==> src/rtl/cpu_isa_pkg.sv <==
// Shared ISA constants for the 10-bit teaching CPU.
// Optional feature macro: INSTR_FETCH_JUMP_FOLD_EN (resolve jumps inside fetch).
package cpu_isa_pkg;

    localparam int ADDR_W     = 10;
    localparam int INSTR_W    = 10;
    localparam int JUMP_TGT_W = 7;

    typedef logic [2:0] opcode_t;

    localparam opcode_t OP_RTYPE = 3'b000;
    localparam opcode_t OP_ADDI  = 3'b011;
    localparam opcode_t OP_JUMP  = 3'b100;
    localparam opcode_t OP_BEQ   = 3'b101;
    localparam opcode_t OP_LOAD  = 3'b110;
    localparam opcode_t OP_STORE = 3'b111;

    localparam logic [INSTR_W-1:0] HALT_WORD = 10'b0010000010;

`ifdef INSTR_FETCH_JUMP_FOLD_EN
    localparam bit JUMP_FOLD_EN = 1'b1;
`else
    localparam bit JUMP_FOLD_EN = 1'b0;
`endif

    // One-entry fetch register handed to decode.
    typedef struct packed {
        logic [INSTR_W-1:0] instr;
        logic [ADDR_W-1:0]  pc;
        logic               valid;
    } fetch_reg_t;

    function automatic opcode_t get_opcode(input logic [INSTR_W-1:0] w);
        return w[INSTR_W-1:INSTR_W-3];
    endfunction

    function automatic logic [ADDR_W-1:0] jump_target(input logic [INSTR_W-1:0] w);
        return {{(ADDR_W-JUMP_TGT_W){1'b0}}, w[JUMP_TGT_W-1:0]};
    endfunction

endpackage

==> src/rtl/instr_fetch_pc_next_sel.sv <==
// Next-PC selection for the fetch stage: branch redirect, folded jump, or pc+1.
// Jump folding follows INSTR_FETCH_JUMP_FOLD_EN via cpu_isa_pkg::JUMP_FOLD_EN.
module pc_next_sel
    import cpu_isa_pkg::*;
(
    input  logic [ADDR_W-1:0]  pc,
    input  logic [INSTR_W-1:0] rom_data,
    input  logic               br_taken,
    input  logic [ADDR_W-1:0]  br_target,
    output logic [ADDR_W-1:0]  next_pc,
    output logic               is_halt,
    output logic               fold_jump
);

    logic is_jump;

    assign is_jump   = (get_opcode(rom_data) == OP_JUMP);
    assign is_halt   = (rom_data == HALT_WORD);
    assign fold_jump = JUMP_FOLD_EN && is_jump;

    always_comb begin
        next_pc = pc + ADDR_W'(1);
        if (br_taken)
            next_pc = br_target;
        else if (fold_jump)
            next_pc = jump_target(rom_data);
    end

endmodule

==> src/rtl/instr_fetch.sv <==
// Fetch stage: owns the PC, registers the ROM word for decode, handles stall/redirect/halt.
// Build option: define INSTR_FETCH_JUMP_FOLD_EN to resolve jumps here with no bubble.
module instr_fetch
    import cpu_isa_pkg::*;
#(
    parameter logic [ADDR_W-1:0] RESET_PC = '0
) (
    input  logic               clk,
    input  logic               rst_n,
    output logic [ADDR_W-1:0]  rom_addr,
    input  logic [INSTR_W-1:0] rom_data,
    input  logic               stall,
    input  logic               br_taken,
    input  logic [ADDR_W-1:0]  br_target,
    output logic [INSTR_W-1:0] instr,
    output logic [ADDR_W-1:0]  instr_pc,
    output logic               instr_valid,
    output logic               halted
);

    logic [ADDR_W-1:0] pc;
    logic [ADDR_W-1:0] next_pc;
    fetch_reg_t        fr;
    logic              is_halt;
    logic              fold_jump;

    pc_next_sel u_pc_next_sel (
        .pc        (pc),
        .rom_data  (rom_data),
        .br_taken  (br_taken),
        .br_target (br_target),
        .next_pc   (next_pc),
        .is_halt   (is_halt),
        .fold_jump (fold_jump)
    );

    // Priority: halted freezes everything (redirects included), then redirect, then stall.
    always_ff @(posedge clk or negedge rst_n) begin
        if (!rst_n) begin
            pc     <= RESET_PC;
            fr     <= '0;
            halted <= 1'b0;
        end else if (halted) begin
            fr.valid <= 1'b0;
        end else if (br_taken) begin
            pc       <= next_pc;
            fr.valid <= 1'b0;
        end else if (!stall) begin
            if (is_halt) begin
                fr     <= '{instr: rom_data, pc: pc, valid: 1'b1};
                halted <= 1'b1;
            end else if (fold_jump) begin
                pc       <= next_pc;
                fr.valid <= 1'b0;
            end else begin
                fr <= '{instr: rom_data, pc: pc, valid: 1'b1};
                pc <= next_pc;
            end
        end
    end

    assign rom_addr    = pc;
    assign instr       = fr.instr;
    assign instr_pc    = fr.pc;
    assign instr_valid = fr.valid;

endmodule

==> config.mk <==
export PLATFORM = sky130hd
export DESIGN_NAME = instr_fetch
export DESIGN_NICKNAME = d
export VERILOG_FILES = /design/src/rtl/cpu_isa_pkg.sv /design/src/rtl/instr_fetch_pc_next_sel.sv /design/src/rtl/instr_fetch.sv
export SDC_FILE = /design/constraint.sdc
export NUM_CORES = 1
export LEC_CHECK = 0
export CAP_MARGIN = 20
export CORE_ASPECT_RATIO = 0.75
export CORE_MARGIN = 3
export CORE_UTILIZATION = 30
export DETAILED_ROUTE_END_ITERATION = 7
export HOLD_SLACK_MARGIN = 0.02
export SLEW_MARGIN = 20
export SYNTH_ARGS = -nofsm -noshare
export SYNTH_HDL_FRONTEND = slang
export SYNTH_HIERARCHICAL = 1
export SYNTH_SLANG_ARGS = --single-unit
==> constraint.sdc <==
create_clock -name clk -period 1.5 [get_ports clk]
set_input_delay 0.15 -clock clk [delete_from_list [all_inputs] [get_ports clk]]
set_output_delay 0.15 -clock clk [all_outputs]
set_load 0.01 [all_outputs]
After elaboration in Yosys (flattened, before gate mapping)

Index checks and enable logic that the tools add are counted.
Widths: inputs -> output; s select.

Flip-flop bits (word level): 32
Bits in latches: 0
Bits in writable memories: 0
ROM bits: 0
Output and inout port bits: 32
Logic and storage cells: 26
Memories: 0

Add/subtract/negate cells: 1
Multiply operators: 0
Div/mod/pow operators: 0
Order comparisons: 0
Equal/unequal tests: 4
Shifts and indexed selects: 0
Muxes and demuxes: 11
Bitwise gates (word level): 3
Reduce and logical (&&, ||, !) cells: 2

Operators by type and width:

| kind                  | count |
|---|---|
| $mux 10               | 4 |
| $add 10x1->10 const B | 1 |
| $eq 10x8->1 const B   | 1 |
| $mux 1                | 7 |
| $reduce_and 3->1      | 2 |
| $ne 3x1->1 const B    | 1 |
| $not 1->1             | 3 |
| $ne 2x1->1 const B    | 1 |
| $ne 2x2->1 const B    | 1 |

Depth between registers and ports, before layout

Depth after elaboration: 5
Gate-level depth with buffers: 5

Cells and area by module

Netlist, hierarchy kept.

Modules (own cells, without submodules):

| module      | instances | cells an instance | area an instance (sq um) | sequential area each (sq um) |
|---|---|---|---|---|
| instr_fetch | 1         | 73                | 1311.3                   | 800.8 |
| pc_next_sel | 1         | 50                | 314.1                    | 0.0 |

Worst setup path before layout

No wires, ideal clock.

Path kind: input -> register
Start: input rom_data[5]
End: register pc[0] (netlist: rom_addr[0])
Setup time: 125 ps
Arrival: 1821 ps
Data required time: 1375 ps
Slack: -446 ps
Cell stages on the path: 5
Path buffers: 0
Cells stage by stage: or4b_2 -> nor4_1 -> o21ba_2 -> nor2_8 -> mux2_2

Word-level cells in the longest chain between the ends: 3

RTL lines:

| element                    | line                          | source |
|---|---|---|
| start, declared            | instr_fetch.sv:11             | `input logic [INSTR_W-1:0] rom_data,` |
| $eq 10x8->1                | instr_fetch_pc_next_sel.sv:18 | `assign is_halt = (rom_data == HALT_WORD);` |
| via is_halt                | instr_fetch.sv:24             | `logic is_halt;` |
| $ne 2x2->1 (no line)       | n/a                           |  |
| $reduce_and 3->1 (no line) | n/a                           |  |
| end signal, assigned       | instr_fetch.sv:46             | `pc <= next_pc;` |
| end signal, assigned       | instr_fetch.sv:53             | `pc <= next_pc;` |
| end signal, assigned       | instr_fetch.sv:57             | `pc <= next_pc;` |
| end, declared              | instr_fetch.sv:21             | `logic [ADDR_W-1:0] pc;` |

The timed path passes the listed nets, and every way through them passes these cells.
A chain may end at the register's enable or synchronous reset.

Worst setup path in the final report

Start: input rom_data[4]
End: register pc[8] (netlist: rom_addr[8])

The elaborated chain is that of the path after synthesis.

==> key figures <==
STA
  – Min cycle time layout: 1.530 ns
  – Final WS setup: -0.03011 ns
  – RSZ-0062 raised after global routing: yes
  – Worst hold slack: 0.09713 ns
  – Fin crit share: 102.0%
  – Max Fclk: 653.5 MHz
  – Final setup fails: 2
  – Pins over their slew limit: 0
  – Final Hold Fails: 0
  – Final setup TNS: -0.03888 ns
  – Skew final: 0.008827 ns

Synth
  – Cells after synthesis: 123
  – Ys flop type: dfrtp_1
  – Synth Net Count: 148
  – Post-synth cell types: 29
  – Count leader, synth: dfrtp_1
  – Area share of the leading cell type in the synthesized netlist: 49.27%
  – Ys async rst share: 100.0%
  – Total number of yosys warnings: 6
  – Ranking of synthesized cells by area: dfrtp_1 (49%), mux2_4 (18%), mux2_2 (8.3%), nand3_1 (3.1%), nand2_1 (2.3%)
  – Top cells by count, synth: dfrtp_1 (32), mux2_4 (19), mux2_2 (12)
  – Avg Inst Size Synth: 13.21 µm²
  – Netlist Area Pre-Place: 0.001625 mm²
  – Yosys reg bits: 32
  – Register area share after synthesis: 49.27%
  – Number of synthesized flops with an enable pin: 0
  – Post-synth top area cell: dfrtp_1

Drt
  – Post-Route WL: 4.005 mm
  – Final ANT Viol Nets: 0
  – Remaining DRCs: 0
  – Vias per cell: 4.518
  – DR vias: 1,247
  – DRT iter0 DRCs: 51
  – First-pass DRT Iterations: 4
  – DR WL/cell: 14.51 µm

Setup path
  – Crit end category: flop
  – Startpoint Class: primary input
  – Crit path max fanout: 5
  – Largest stage delay, worst path: 0.54 ns
  – Worst setup path class: primary input to flop
  – Critical path required time: 1.66 ns
  – Crit-path cells: buf_6 > or4b_4 > nor4_4 > o21ba_4 > nor2_8 > mux2_4
  – Arrival time worst endpoint: 1.69 ns
  – CP max stage cell: or4b_4
  – Worst Reg-to-Reg Cells: 6

Global route
  – Met2 GRT Util: 19.58%
  – First-pass GRT wire length: 6.741 mm
  – Pin count of the biggest net entering global routing: 33
  – Overall routing resource usage: 13.38%
  – Vias in the first global route: 1,281
  – GRT met1 Usage: 18.39%
  – Total gr overflow: 0
  – Busiest grt layer: met2
  – Initial antenna violation count: 0
  – Met3 usage in global routing: 4.555%

Placement
  – Buffers added on ports: 55
  – Post-Place Setup Slack: -0.6502 ns
  – HPWL Detailed: 2.993 mm
  – GPL Wtd Cong: 0.7436

CTS
  – Reg clk slew, reported paths: 0.06 ns
  – CTS buffer count: 5
  – Deepest clock path buffer count: 2
  – Root Buffer: clkbuf_8
  – Max H-tree Level: 2
  – Hold_buf cts: 0
  – Clk sink count: 32
  – Skew-Pair Late Insertion Delay: 0.28 ns
  – CTS tree: yes

Worst hold path
  – Worst hold stages: 2
  – Worst hold-check path type: primary input to flop

Final layout
  – Fin util: 50.86%
  – Diodes inserted: 0
  – Final #Nets: 228
  – Area grow syn2layout: 58.51%
  – Share of layout cells above drive strength 1: 41.67%

Power
  – Cell-internal power: 2.268 mW
  – Clock power frac: 25.6%
  – Sequential power share: 37.7%
  – Maximum vdd drop: 0.5071 mV
  – Sw Share: 27.95%
  – Leakage power: 1.193 nW
  – Gate power share: 36.6%
  – Pwr Density: 1222 mW/mm²
  – Sw power: 879.7 µW

Floorplan
  – Initial Util: 32.09%
  – Boundary pin count: 56
  – Cell row count: 22
  – Die height: 69.75 µm
  – Core footprint: 0.005065 mm²
  – Die Footprint: 0.006346 mm²
  – DIE WIDTH: 90.99 µm

Status
  – Violated checks: negative setup slack
  – Outcome: finished with violations

Run
  – Max-Cap Viols: 0
## cell usage in the layout (no fill, tap or decap), types with 2 or more instances in the layout
| master | n |
|---|---|
| or4b_4 | 2 |
| dfrtp_2 | 2 |
| buf_6 | 5 |
| dfrtp_1 | 30 |
| clkdlybuf4s50_1 | 39 |
| mux2_4 | 20 |
| o211ai_1 | 4 |
| clkbuf_2 | 3 |
| nor2_1 | 2 |
| buf_2 | 2 |
| o21ai_0 | 4 |
| inv_1 | 3 |
| buf_4 | 19 |
| xor2_1 | 2 |
| mux2_2 | 11 |
| dlygate4sd2_1 | 5 |
| dlymetal6s2s_1 | 3 |
| or4_1 | 4 |
| nand2_1 | 9 |
| clkbuf_8 | 5 |
| nand3_1 | 8 |
## cells by family after synthesis
kind of cell	count (synthesis)	synth area share [%]
buffers and inverters	8	3.003
adder cells (fa/ha/maj)	1	0.7697
AND/OR/NAND/NOR	34	13.70
other	1	0.2307
flip-flops	32	49.27
AO/OA/AOI/OAI	13	5.544
XOR/XNOR	3	1.617
multiplexers	31	25.87
## critical path: cells and delay by family
family	cells	cell delay, ns
simple gates	3	0.93
mux	1	0.30
compound gates	1	0.23
buf+inv	1	0.09
## power by group through the flow
stage                     clock network [mW]  logic (mW)  registers, mW
after floorplan                            0       0.374           1.31
after global placement                     0        1.12           1.19
after detailed placement                   0        1.13           1.20
after CTS                              0.839        1.14           1.19
after global routing                   0.880        1.24           1.22
final                                  0.807        1.15           1.19
## final cells by class
class	instances	area [µm²]
Multi-Input combinational cell	84	844.6
Inverter	3	11.26
Tap cell	72	90.09
Clock inverter	3	42.54
Sequential cell	32	803.3
Clock buffer	5	68.82
Fill cell	459	2489
Timing Repair Buffer	77	715.7
## flip-flops by register name, summed over array words and instances, names as in the netlist
| name | cells |
|---|---|
| rom_addr | 10 |
| halted | 1 |
| instr_valid | 1 |
| instr_pc | 10 |
| instr | 10 |
## layer usage
layer	vias up	share of wire, %
li1	606	-
met1	599	47
met2	39	47
met3	3	5.6
met4	0	0.80
met5	-	0
## repair_timing
action	CTS	global route
setup endpoints to repair	17	14
cloned	1	0
endpoints found under the hold margin	0	0
gates resized for setup	30	20
pin swaps	5	8
buffers inserted	1	4
## worst paths after layout
| check | from | endpoint | slack, ns |
|---|---|---|---|
| max | rom_data[4] | rom_addr[8] | -0.03 |
| min | rom_data[2] | instr[2] | 0.1 |
| max reg2reg | rom_addr[0] | rom_addr[8] | -0.01 |
| min reg2reg | instr[2] | instr[2] | 0.51 |
| max in group asynchronous | rst_n | rom_addr[7] | 0.93 |
| min in group asynchronous | rst_n | halted | 0.27 |
## stage by stage
step / total power, mW / cell area (µm²) / std cells
after floorplan: 1.685 / 1654 / 123
after global placement: 2.308 / 2397 / 262
after detailed placement: 2.332 / 2397 / 262
after CTS: 3.161 / 2515 / 272
after global routing: 3.337 / 2576 / 276
final: 3.147 / 2576 / 276
Power figures use the tool's default switching activity.
